--- src/rtl/acc_cpu_pkg.sv ---
// Shared encodings for the accumulator core: FSM states, opcodes and flag bit positions.
package acc_cpu_pkg;

  localparam logic [2:0] ST_LOAD    = 3'd0;
  localparam logic [2:0] ST_FETCH   = 3'd1;
  localparam logic [2:0] ST_DECODE  = 3'd2;
  localparam logic [2:0] ST_EXECUTE = 3'd3;
  localparam logic [2:0] ST_HALT    = 3'd4;

  localparam logic [3:0] OP_NOP  = 4'h0;
  localparam logic [3:0] OP_LDI  = 4'h1;
  localparam logic [3:0] OP_LD   = 4'h2;
  localparam logic [3:0] OP_ST   = 4'h3;
  localparam logic [3:0] OP_ADD  = 4'h4;
  localparam logic [3:0] OP_ADDI = 4'h5;
  localparam logic [3:0] OP_SUB  = 4'h6;
  localparam logic [3:0] OP_SUBI = 4'h7;
  localparam logic [3:0] OP_AND  = 4'h8;
  localparam logic [3:0] OP_OR   = 4'h9;
  localparam logic [3:0] OP_XOR  = 4'hA;
  localparam logic [3:0] OP_JMP  = 4'hB;
  localparam logic [3:0] OP_JZ   = 4'hC;
  localparam logic [3:0] OP_JC   = 4'hD;
  localparam logic [3:0] OP_OUT  = 4'hE;
  localparam logic [3:0] OP_HLT  = 4'hF;

  localparam int FLAG_Z = 0;
  localparam int FLAG_C = 1;
  localparam int FLAG_N = 2;

  typedef logic [2:0] flags_t;

  // Immediate-operand ALU ops take op2 from the instruction instead of DR.
  function automatic logic uses_imm(input logic [3:0] op);
    return (op == OP_LDI) || (op == OP_ADDI) || (op == OP_SUBI);
  endfunction

endpackage

--- src/rtl/acc_cpu_alu.sv ---
// Combinational ALU: computes the accumulator result and updated Z/C/N flags.
module acc_cpu_alu
  import acc_cpu_pkg::*;
#(
  parameter int DW = 8
) (
  input  logic [3:0]    opcode,
  input  logic [DW-1:0] op1,
  input  logic [DW-1:0] op2,
  input  flags_t        flags_in,
  output logic [DW-1:0] result,
  output flags_t        flags_out
);

  logic [DW:0] sum;
  logic [DW:0] diff;
  logic        zn_update;

  always_comb begin
    sum       = {1'b0, op1} + {1'b0, op2};
    diff      = {1'b0, op1} - {1'b0, op2};
    result    = op1;
    flags_out = flags_in;
    zn_update = 1'b0;
    case (opcode)
      OP_LDI, OP_LD: begin
        result    = op2;
        zn_update = 1'b1;
      end
      OP_ADD, OP_ADDI: begin
        result            = sum[DW-1:0];
        flags_out[FLAG_C] = sum[DW];
        zn_update         = 1'b1;
      end
      // The extra MSB of the widened difference is the borrow (op1 < op2).
      OP_SUB, OP_SUBI: begin
        result            = diff[DW-1:0];
        flags_out[FLAG_C] = diff[DW];
        zn_update         = 1'b1;
      end
      OP_AND: begin
        result    = op1 & op2;
        zn_update = 1'b1;
      end
      OP_OR: begin
        result    = op1 | op2;
        zn_update = 1'b1;
      end
      OP_XOR: begin
        result    = op1 ^ op2;
        zn_update = 1'b1;
      end
      default: ;
    endcase
    if (zn_update) begin
      flags_out[FLAG_Z] = (result == '0);
      flags_out[FLAG_N] = result[DW-1];
    end
  end

endmodule

--- src/rtl/acc_cpu_core.sv ---
// Accumulator processor: streamed program load, FETCH/DECODE/EXECUTE loop,
// conditional branches, HALT and a back-pressured output port.
module acc_cpu_core
  import acc_cpu_pkg::*;
#(
  parameter  int DW       = 8,
  parameter  int PM_DEPTH = 16,
  parameter  int DM_DEPTH = 16,
  localparam int IW       = DW + 4,
  localparam int PAW      = $clog2(PM_DEPTH),
  localparam int DAW      = $clog2(DM_DEPTH)
) (
  input  logic           CLK,
  input  logic           RST,
  input  logic           ld_valid,
  input  logic [IW-1:0]  ld_data,
  input  logic           ld_last,
  output logic           ld_ready,
  output logic           out_valid,
  output logic [DW-1:0]  out_data,
  input  logic           out_ready,
  output logic           halted,
  output logic [2:0]     cur_state,
  output logic [PAW-1:0] pc,
  output logic [DW-1:0]  acc
);

  logic [IW-1:0]  pm [PM_DEPTH];
  logic [DW-1:0]  dm [DM_DEPTH];

  logic [2:0]     state_reg;
  logic [PAW-1:0] load_addr_reg;
  logic [PAW-1:0] pc_reg;
  logic [DW-1:0]  acc_reg;
  logic [DW-1:0]  dr_reg;
  logic [IW-1:0]  ir_reg;
  flags_t         flags_reg;
  logic           out_valid_reg;

  logic [3:0]     opcode;
  logic [DW-1:0]  imm;
  logic [DW-1:0]  alu_op2;
  logic [DW-1:0]  alu_result;
  flags_t         alu_flags;
  logic           jump_taken;

  assign opcode  = ir_reg[IW-1:DW];
  assign imm     = ir_reg[DW-1:0];
  assign alu_op2 = uses_imm(opcode) ? imm : dr_reg;

  acc_cpu_alu #(.DW(DW)) u_alu (
    .opcode    (opcode),
    .op1       (acc_reg),
    .op2       (alu_op2),
    .flags_in  (flags_reg),
    .result    (alu_result),
    .flags_out (alu_flags)
  );

  always_comb begin
    jump_taken = 1'b0;
    case (opcode)
      OP_JMP:  jump_taken = 1'b1;
      OP_JZ:   jump_taken = flags_reg[FLAG_Z];
      OP_JC:   jump_taken = flags_reg[FLAG_C];
      default: ;
    endcase
  end

  // Memory writes carry no reset so PM/DM contents survive RST.
  always_ff @(posedge CLK) begin
    if (!RST && state_reg == ST_LOAD && ld_valid)
      pm[load_addr_reg] <= ld_data;
  end

  always_ff @(posedge CLK) begin
    if (!RST && state_reg == ST_EXECUTE && opcode == OP_ST)
      dm[imm[DAW-1:0]] <= acc_reg;
  end

  always_ff @(posedge CLK) begin
    if (RST) begin
      state_reg     <= ST_LOAD;
      load_addr_reg <= '0;
      pc_reg        <= '0;
      acc_reg       <= '0;
      dr_reg        <= '0;
      ir_reg        <= '0;
      flags_reg     <= '0;
      out_valid_reg <= 1'b0;
    end else begin
      case (state_reg)
        ST_LOAD: begin
          if (ld_valid) begin
            if (ld_last || load_addr_reg == PAW'(PM_DEPTH - 1)) begin
              state_reg     <= ST_FETCH;
              load_addr_reg <= '0;
              pc_reg        <= '0;
              acc_reg       <= '0;
              dr_reg        <= '0;
              ir_reg        <= '0;
              flags_reg     <= '0;
            end else begin
              load_addr_reg <= load_addr_reg + 1'b1;
            end
          end
        end
        ST_FETCH: begin
          ir_reg    <= pm[pc_reg];
          state_reg <= ST_DECODE;
        end
        ST_DECODE: begin
          dr_reg        <= dm[imm[DAW-1:0]];
          out_valid_reg <= (opcode == OP_OUT);
          state_reg     <= ST_EXECUTE;
        end
        ST_EXECUTE: begin
          if (opcode == OP_OUT) begin
            // Everything holds until the sink takes the word.
            if (out_valid_reg && out_ready) begin
              out_valid_reg <= 1'b0;
              pc_reg        <= pc_reg + 1'b1;
              state_reg     <= ST_FETCH;
            end
          end else if (opcode == OP_HLT) begin
            state_reg <= ST_HALT;
          end else begin
            acc_reg   <= alu_result;
            flags_reg <= alu_flags;
            pc_reg    <= jump_taken ? imm[PAW-1:0] : pc_reg + 1'b1;
            state_reg <= ST_FETCH;
          end
        end
        ST_HALT: ;
        default: state_reg <= ST_LOAD;
      endcase
    end
  end

  assign ld_ready  = (state_reg == ST_LOAD);
  assign halted    = (state_reg == ST_HALT);
  assign out_valid = out_valid_reg;
  assign out_data  = acc_reg;
  assign cur_state = state_reg;
  assign pc        = pc_reg;
  assign acc       = acc_reg;

endmodule

--- config.mk ---
export PLATFORM = sky130hd
export DESIGN_NAME = acc_cpu_core
export DESIGN_NICKNAME = d
export VERILOG_FILES = /design/src/rtl/acc_cpu_pkg.sv /design/src/rtl/acc_cpu_alu.sv /design/src/rtl/acc_cpu_core.sv
export SDC_FILE = /design/constraint.sdc
export NUM_CORES = 1
export LEC_CHECK = 0
export BUFFER_PORTS_ARGS = -buffer_cell sky130_fd_sc_hd__buf_2
export CAP_MARGIN = 0
export CORE_MARGIN = 2
export CORE_UTILIZATION = 30
export DETAILED_ROUTE_END_ITERATION = 10
export RECOVER_POWER = 25
export SETUP_SLACK_MARGIN = 0.3
export SLEW_MARGIN = 20
export SYNTH_ARGS = -nofsm -noshare
export SYNTH_HDL_FRONTEND = slang
export SYNTH_HIERARCHICAL = 1
export SYNTH_SLANG_ARGS = --single-unit
--- constraint.sdc ---
create_clock -name CLK -period 4.65 [get_ports CLK]
set_clock_uncertainty 0.1 [all_clocks]
set_input_delay 0.465 -clock CLK [delete_from_list [all_inputs] [get_ports CLK]]
set_output_delay 0.465 -clock CLK [all_outputs]
set_load 0.01 [all_outputs]
==> impl_results.md, run 1 <==
* Hold Violations, Final at 0
* Worst-path fanout max at 5
* Post-CTS Hold Fix Bufs at 0
* WL/cell at 20.8 um
* CTS tree: built
* Post-Synthesis Cells at 1,154
* Root Buffer: clkbuf_16
* Post-route minimum period at 4070 ps
* RSZ-0062 raised after global routing: no
* Arrival @ worst endpoint at 4420 ps
* WHS Endpoint: load_addr_reg[2]
* TritonCTS Buffers at 38
* Fin Hold WS at 167 ps
* Largest register FFs at 192
* Crit path launch: ir_reg[9]
* Final setup fails at 0
* Antenna violations before repair at 2
* Clk Latency, worst-skew pair at 550 ps
* RR Startpoint: ir_reg[9]
* Die width at 237 um
* Sw Share at 22.0%
* Final-layout fill cell count at 5,177
* # clock sinks at 370
* YS warnings at 6
* R2r endpoint: flags_reg[0]
* DPL Wire Length at 26,100 um
* P_leak at 6.15 nW
* Hold path cells at 3
* Final wirelength at 40,100 um
* Final core occ at 34.2%
* Nets at 1,248
* Area delta synth->final at 12.7%
* Syn avg cell area at 14.1 um2
* Most frequent cells in the layout: 320 x edfxtp_1, 89 x nor2_1, 63 x nand2_1
* Core box area at 53,700 um2
* Placer Congestion at 0.862
* DRC at 0
* Power per cell area at 369 nW/um2
* N_diodes at 0
* Post-CTS setup repair buffer count at 0
* Vias/cell at 5.15
* Total of max-cap violations at 0
* Startpoint Class: flip-flop
* Seq pwr share at 53.7%
* Most common cell after layout, fill and taps aside: edfxtp_1
* Critical Path End Type: flip-flop
* Grt total ovfl at 0
* First-pass GRT wire length at 60,500 um
* Synth Cell Area at 16,300 um2
* Fmax at 0.246 GHz
* Hold Crit Class: in -> reg
* Comb pwr share at 4.7%
* Fin crit share at 87.5%
* Clk pin slew, worst setup/hold paths at 60 ps
* Initial core utilization at 30.3%
* Syn nets at 1,202
* Total Power at 6.77 mW
* Vias at 9,915
* Area after DPL at 17,200 um2
* Slew Viols, Final at 0
* Share of cells above drive strength 1 at 17.2%
* Port Buffers at 42
* Die span in y at 237 um
* Maximum vdd ir drop at 0.294 mV
* Net switching power figure at 1.49 mW
* DRT iter0 DRCs at 919
* Die ar. at 56,200 um2
* FF-to-FF path depth at 14
* Gr usage total at 14.1%
* Reg2reg setup slack at 580 ps
* Cell Int Power at 5.28 mW
* ANT nets after route at 0
* Vias in the first global route at 9,678
* Max_slew headroom at 38.3%
* CTS H-tree depth at 2
* Largest net degree at the start of global routing at 43
* CP required at 5000 ps
* Setup tns final at 0 ps
* Run status: finished clean
* Clock Path Buffers at 3
* FP Rows at 85
* Clock group share of total power at 41.6%
* Io pins at 43
* Final Cell Area at 18,400 um2
* WS Path Type: reg -> reg
* Hold_sp: ld_valid
* First-pass DRT Iterations at 5
* Post-CTS sizing at 0
* Least-Margin Pin Slew at 902 ps
-- worst max path at each step --
stage and endpoint:
2_1_floorplan flags_reg[0], 3_3_place_gp flags_reg[0], 3_5_place_dp flags_reg[0], 4_1_cts flags_reg[0], 5_1_grt flags_reg[0], 6_report flags_reg[0]
-- worst max-delay path, cell delays in order, from the launching register on --
cell	delay, ps
dfxtp_1	300
nor2b_1	140
nor3b_2	370
mux2_2	430
ha_1	250
fa_1	430
a21oi_1	220
o21bai_1	100
xnor2_1	130
a221oi_1	370
o2111ai_1	160
or4b_1	520
o31ai_2	190
nand3_1	90
a21oi_1	170
-- through the flow --
stage	std cells	worst slack, ps
detailed placement	1856	609
global placement	1856	625
floorplan	1154	836
global route	1925	310
CTS	1925	566
finish	1925	579
-- power groups by stage --
stage	Clock (mW)	Combinational, mW	Sequential (mW)
2_1_floorplan	0	0.223	3.69
3_3_place_gp	0	0.310	3.70
3_5_place_dp	0	0.314	3.70
4_1_cts	2.87	0.317	3.63
5_1_grt	3.00	0.345	3.63
6_report	2.81	0.318	3.63
-- layer usage --
layer,vias to the layer above,track usage (%),part of all wire (%)
li1,4527,-,-
met3,67,3.44,7.6
met2,350,21.7,46
met1,4967,19.7,44
met5,-,0,0.055
met4,4,4.43,2.7
-- area by class of cell --
type | instances | area, um2 | share of cell area, %
flip-flops and latches | 370 | 10600 | 57.8
clock buffers | 50 | 1030 | 5.60
multi-input cells | 678 | 5120 | 27.9
clock inverters | 19 | 101 | 0.552
well taps | 696 | 871 | 4.74
repair buffers | 82 | 508 | 2.77
inverters | 30 | 113 | 0.613
No activity file was read; power rests on OpenSTA's default activity.
==> run 2: changes to the inputs <==
--- a/config.mk
+++ b/config.mk
@@ -7,9 +7,12 @@
 export LEC_CHECK = 0
 export BUFFER_PORTS_ARGS = -buffer_cell sky130_fd_sc_hd__buf_2
 export CAP_MARGIN = 0
+export CELL_PAD_IN_SITES_DETAIL_PLACEMENT = 0
+export CELL_PAD_IN_SITES_GLOBAL_PLACEMENT = 2
 export CORE_MARGIN = 2
 export CORE_UTILIZATION = 30
 export DETAILED_ROUTE_END_ITERATION = 10
+export PLACE_DENSITY_LB_ADDON = 0.1
 export RECOVER_POWER = 25
 export SETUP_SLACK_MARGIN = 0.3
 export SLEW_MARGIN = 20
==> impl_results.md, run 2 (synthesis gave the netlist of run 1 again) <==
* Run status: finished clean
* Die ar. at 56,200 um2 (unchanged)
* Fin Hold WS at 124 ps (-42.8 ps)
* Most frequent cells in the layout: 320 x edfxtp_1, 87 x nor2_1, 63 x nand2_1
* WS Path Type: reg -> reg
* CTS tree: built
* Clk pin slew, worst setup/hold paths at 70 ps (about the same)
* Final-layout fill cell count at 5,223 (+0.89%)
* Port Buffers at 42 (unchanged)
* Slew Viols, Final at 0 (unchanged)
* Hold Crit Class: in -> reg
* Core box area at 53,700 um2 (unchanged)
* FF+latch area at 10,600 um2 (unchanged)
* CP required at 5060 ps (+60 ps)
* Post-CTS Hold Fix Bufs at 0 (unchanged)
* Net switching power figure at 1.68 mW (+13%)
* Seq pwr share at 48.8% (-4.9 points)
* First-pass DRT Iterations at 5 (unchanged)
* Fmax at 0.256 GHz (+4.1%)
* Final Cell Area at 18,800 um2 (+2.2%)
* Vias/cell at 4.98 (-3.3%)
* Root Buffer: clkbuf_16
* Most common cell after layout, fill and taps aside: edfxtp_1
* ANT nets after route at 0 (unchanged)
* RSZ-0062 raised after global routing: no
* FF-to-FF path depth at 14 (unchanged)
* FP Rows at 85 (unchanged)
* Hold Violations, Final at 0 (unchanged)
* Startpoint Class: flip-flop
* R2r endpoint: flags_reg[0]
* Largest register FFs at 192 (unchanged)
* Gr usage total at 16.7% (+2.6 points)
* Io pins at 43 (unchanged)
* Max_slew headroom at 29.2% (-9.1 points)
* Total of max-cap violations at 0 (unchanged)
* Least-Margin Pin Slew at 1040 ps (+133 ps)
* Reg2reg setup slack at 740 ps (+160 ps)
* Power per cell area at 397 nW/um2 (+7.7%)
* Total Power at 7.45 mW (+10%)
* WL/cell at 23.7 um (+14%)
* Setup tns final at 0 ps (unchanged)
* DPL Wire Length at 30,200 um (+16%)
* DRC at 0 (unchanged)
* Crit path launch: ir_reg[9]
* Final wirelength at 46,300 um (+15%)
* Fin crit share at 84.1% (-3.5 points)
* Area after DPL at 17,300 um2 (+0.39%)
* Antenna violations before repair at 1 (-1)
* Clk Latency, worst-skew pair at 580 ps (+30 ps)
* Clock group share of total power at 46.8% (+5.2 points)
* Multi-input logic area at 5110 um2 (-0.17%)
* DRT iter0 DRCs at 621 (-32%)
* Die span in y at 237 um (unchanged)
* Initial core utilization at 30.3% (unchanged)
* Vias in the first global route at 10,100 (+4.7%)
* Maximum vdd ir drop at 0.319 mV (+8.5%)
* TritonCTS Buffers at 44 (+16%)
* Post-route minimum period at 3910 ps (-161 ps)
* Grt total ovfl at 0 (unchanged)
* Nets at 1,263 (+1.2%)
* Comb pwr share at 4.5% (-0.2 points)
* RR Startpoint: ir_reg[9]
* Sw Share at 22.6% (+0.58 points)
* P_leak at 6.36 nW (+3.6%)
* Post-CTS sizing at 0 (unchanged)
* Vias at 9,706 (-2.1%)
* Arrival @ worst endpoint at 4320 ps (-100 ps)
* Die width at 237 um (unchanged)
* Worst setup path endpoint: flags_reg[0]
* Placer Congestion at 0.799 (-7.3%)
* First-pass GRT wire length at 69,100 um (+14%)
* Largest net degree at the start of global routing at 43 (unchanged)
* # clock sinks at 370 (unchanged)
* CTS H-tree depth at 2 (unchanged)
* Cell Int Power at 5.76 mW (+9.3%)
* Area delta synth->final at 15.2%
* Post-CTS setup repair buffer count at 0 (unchanged)
* Clock Path Buffers at 3 (unchanged)
* Final setup fails at 0 (unchanged)
* Share of cells above drive strength 1 at 19.1% (+1.9 points)
* Critical Path End Type: flip-flop
* Worst-path fanout max at 4 (-1)
==> run 2: worst max-delay path: stages, from the launching register on <==
cell and delay [ps]:
dfxtp_1 310, nor2b_1 150, nor3b_2 230, mux2_2 410, ha_1 250, fa_1 430
a21oi_1 220, o21bai_1 100, xnor2_1 130, a221oi_1 380, o2111ai_1 160, or4b_1 530
o31ai_2 190, nand3_1 90, a21oi_1 170
==> run 2: power groups by stage <==
stage                     logic, mW  clock network [mW]  registers, mW
after floorplan               0.223                   0           3.69
after global placement        0.344                   0           3.70
after detailed placement      0.342                   0           3.70
after CTS                     0.343                3.59           3.63
after global routing          0.368                3.72           3.63
final                         0.334                3.48           3.63
==> run 2: routing by layer <==
layer / routed length [um] / global-route usage (%) / vias to the layer above
li1: - / - / 4563
met1: 20900 / 22.0 / 4930
met2: 23000 / 29.0 / 149
met3: 1450 / 2.16 / 64
met4: 999 / 4.49 / 0
met5: 0 / 0 / -
==> run 2: worst min path at each step <==
stage                     slack (ps)  cells past startpoint               end      start
after global placement           360                      1         dr_reg[3]  dr_reg[3]
after floorplan                  330                      1         ir_reg[5]  ir_reg[5]
after detailed placement         360                      1         dr_reg[5]  dr_reg[5]
final                            120                      3  load_addr_reg[2]   ld_valid
after CTS                         90                      3  load_addr_reg[2]   ld_valid
after global routing             130                      3  load_addr_reg[2]   ld_valid
==> run 2: per-stage QoR <==
step	instances	utilization, %	setup WS, ps
after detailed placement	1865	32.2	793
after floorplan	1154	-	836
after CTS	1947	34.9	747
after global routing	1947	34.9	506
final	1949	34.9	741
after global placement	1865	32.2	832
==> run 2: cell type report <==
class | instances | area share [%]
antenna | 2 | 0.0267
clock buffer | 56 | 6.33
clock inverter | 26 | 1.47
inverter | 30 | 0.600
multi-input combinational | 678 | 27.3
sequential | 370 | 56.6
tap | 696 | 4.64
timing repair buffer | 91 | 3.07
==> run 3: changes to the inputs <==
==> constraint.sdc (replaced) <==
create_clock -name CLK -period 3.34 [get_ports CLK]
set_clock_uncertainty 0.1 [all_clocks]
set_input_delay 0.334 -clock CLK [delete_from_list [all_inputs] [get_ports CLK]]
set_output_delay 0.334 -clock CLK [all_outputs]
set_load 0.01 [all_outputs]
==> impl_results.md, run 3 (synthesis gave the netlist of run 1 again) <==
* Root Buffer: clkbuf_16
* Slew Viols, Final at 0 (unchanged)
* DPL Wire Length at 31,400 um (+4.0%)
* Least-Margin Pin Slew at 1020 ps (-14.8 ps)
* RSZ-0062 raised after global routing: yes
* Arrival @ worst endpoint at 4080 ps (-240 ps)
* Most frequent cells in the layout: 320 x edfxtp_1, 139 x buf_4, 90 x nor2_1
* Final wirelength at 45,800 um (-1.1%)
* Die span in y at 237 um (unchanged)
* Clk Latency, worst-skew pair at 580 ps (about the same)
* Setup tns final at -343 ps (-343 ps)
* Clk pin slew, worst setup/hold paths at 60 ps (about the same)
* CP top delay family: simple AND/OR/NAND/NOR gates
* CTS tree: built
* DRC at 0 (unchanged)
* Fmax at 0.273 GHz (+6.6%)
* Port Buffers at 42 (unchanged)
* Final setup fails at 2 (+2)
* Most common cell after layout, fill and taps aside: edfxtp_1
* Largest register FFs at 192 (unchanged)
* Clock Path Buffers at 3 (unchanged)
* Hold Violations, Final at 0 (unchanged)
* Initial core utilization at 30.3% (unchanged)
* Core box area at 53,700 um2 (unchanged)
* Maximum vdd ir drop at 0.395 mV (+24%)
* CP bufs+invs at 1 (+1)
* TritonCTS Buffers at 43 (-2.3%)
* Total of max-cap violations at 0 (unchanged)
* First-pass DRT Iterations at 5 (unchanged)
* CTS H-tree depth at 2 (unchanged)
* FP Rows at 85 (unchanged)
* Final WS setup at -329 ps (-1070 ps)
* Post-place setup slack at -497 ps (-1290 ps)
* DRT iter0 DRCs at 434 (-30%)
* CP required at 3750 ps (-1310 ps)
* Io pins at 43 (unchanged)
* WS Path Type: reg -> reg
* Worst-path fanout max at 4 (unchanged)
* N_diodes at 0 (-2)
* Die width at 237 um (unchanged)
* CP Cell Sequence: nor2b_4, nor3b_4, buf_6, mux2_4, ha_4, fa_2, nand2b_1, a32oi_1, a221o_1, nor2_2, o2111ai_1, or4b_1, o31ai_2, nand3_1, a21oi_2
* Critical Path End Type: flip-flop
* Placer Congestion at 0.777 (-2.8%)
* Nets at 1,360 (+7.7%)
* P_leak at 6.88 nW (+8.1%)
* Run status: complete, but fails checks
* First-pass GRT wire length at 68,500 um (-0.79%)
* Startpoint Class: flip-flop
* Vias/cell at 4.89 (-1.8%)
* # clock sinks at 370 (unchanged)
* Die ar. at 56,200 um2 (unchanged)
* Antenna violations before repair at 1 (unchanged)
* Vias in the first global route at 10,200 (+0.78%)
* Largest net degree at the start of global routing at 43 (unchanged)
* Area delta synth->final at 21.1%
* Violated checks: negative setup slack
* Vias at 9,995 (+3.0%)
* Hold Crit Class: in -> reg
* WL/cell at 22.4 um (-5.6%)
* Power per cell area at 522 nW/um2 (+31%)
* Share of cells above drive strength 1 at 27.4% (+8.3 points)
* Max_slew headroom at 30.2% (+1.0 points)
* Gr usage total at 16.5% (-0.25 points)
* Fin crit share at 110% (+26 points)
* Post-route minimum period at 3670 ps (-241 ps)
* Crit-path max cell delay at 510 ps (-20 ps)
* Grt total ovfl at 0 (unchanged)
* Worst path slowest cell: or4b_1
* ANT nets after route at 0 (unchanged)
[run 3: cell count changes in the layout (fill, tap and decap cells not counted), moves of 6 or more]
cell and change:
ha_1 -10, mux2_2 -6, mux2_4 +6, inv_1 -6, ha_4 +7, buf_4 +91
[run 3: cell type report]
type / count / area [um2]
clock buffer: 59 / 1200
clock inverter: 21 / 223
fill: 5160 / 34000
inverter: 30 / 124
multi-input combinational: 678 / 5340
sequential: 370 / 10600
tap: 696 / 871
timing repair buffer: 189 / 1340
[run 3: where the power goes]
group          leakage [nW]  switching, mW  internal, mW
sequential             3.44         0.0326          5.02
clock                 0.692           1.94          2.76
combinational          2.75          0.331         0.216
[run 3: metal layers]
layer	global-route usage (%)	routed length, um	vias up
met3	2.41	1220	66
li1	-	-	4766
met1	21.7	21000	5025
met5	0	0	-
met4	4.79	1050	0
met2	28.2	22500	138
[run 3: metrics by stage]
| step | total power [mW] | hold slack (ps) | utilization (%) | std cells | cell area, um2 |
|---|---|---|---|---|---|
| finish | 10.3 | 74.5 | 36.7 | 2043 | 19700 |
| global route | 10.7 | 100 | 36.7 | 2043 | 19700 |
| CTS | 10.4 | 5.26 | 36.6 | 2040 | 19700 |
| detailed placement | 5.67 | 358 | 33.5 | 1952 | 18000 |
| global placement | 5.67 | 354 | 33.5 | 1952 | 18000 |
| floorplan | 5.44 | 330 | - | 1154 | 16300 |
[run 3: worst reg2reg max path, stage by stage (launching register included)]
cell and delay [ps]:
dfxtp_2 320, nor2b_4 130, nor3b_4 190, buf_6 140, mux2_4 330, ha_4 170, fa_2 500, nand2b_1 90
a32oi_1 100, a221o_1 330, nor2_2 110, o2111ai_1 110, or4b_1 510, o31ai_2 200, nand3_1 120, a21oi_2 140
[run 3: worst paths after layout]
kind | start | end | slack, ps | depth (start not counted)
worst min-delay path | out_ready | cur_state[1] | 70 | 4
worst max-delay path | ir_reg[9] | flags_reg[0] | -330 | 15
worst max register to register | ir_reg[9] | flags_reg[0] | -330 | 15
worst min register to register | dr_reg[0] | dr_reg[0] | 370 | 1
[run 3: timing repair]
item / CTS / global route
resized for setup: 45 / 12
hold endpoints to repair: 1 / 0
pin swaps: 18 / 17
hold buffers: 2 / 0
setup buffers: 6 / 3
endpoints found under the setup margin: 6 / 8
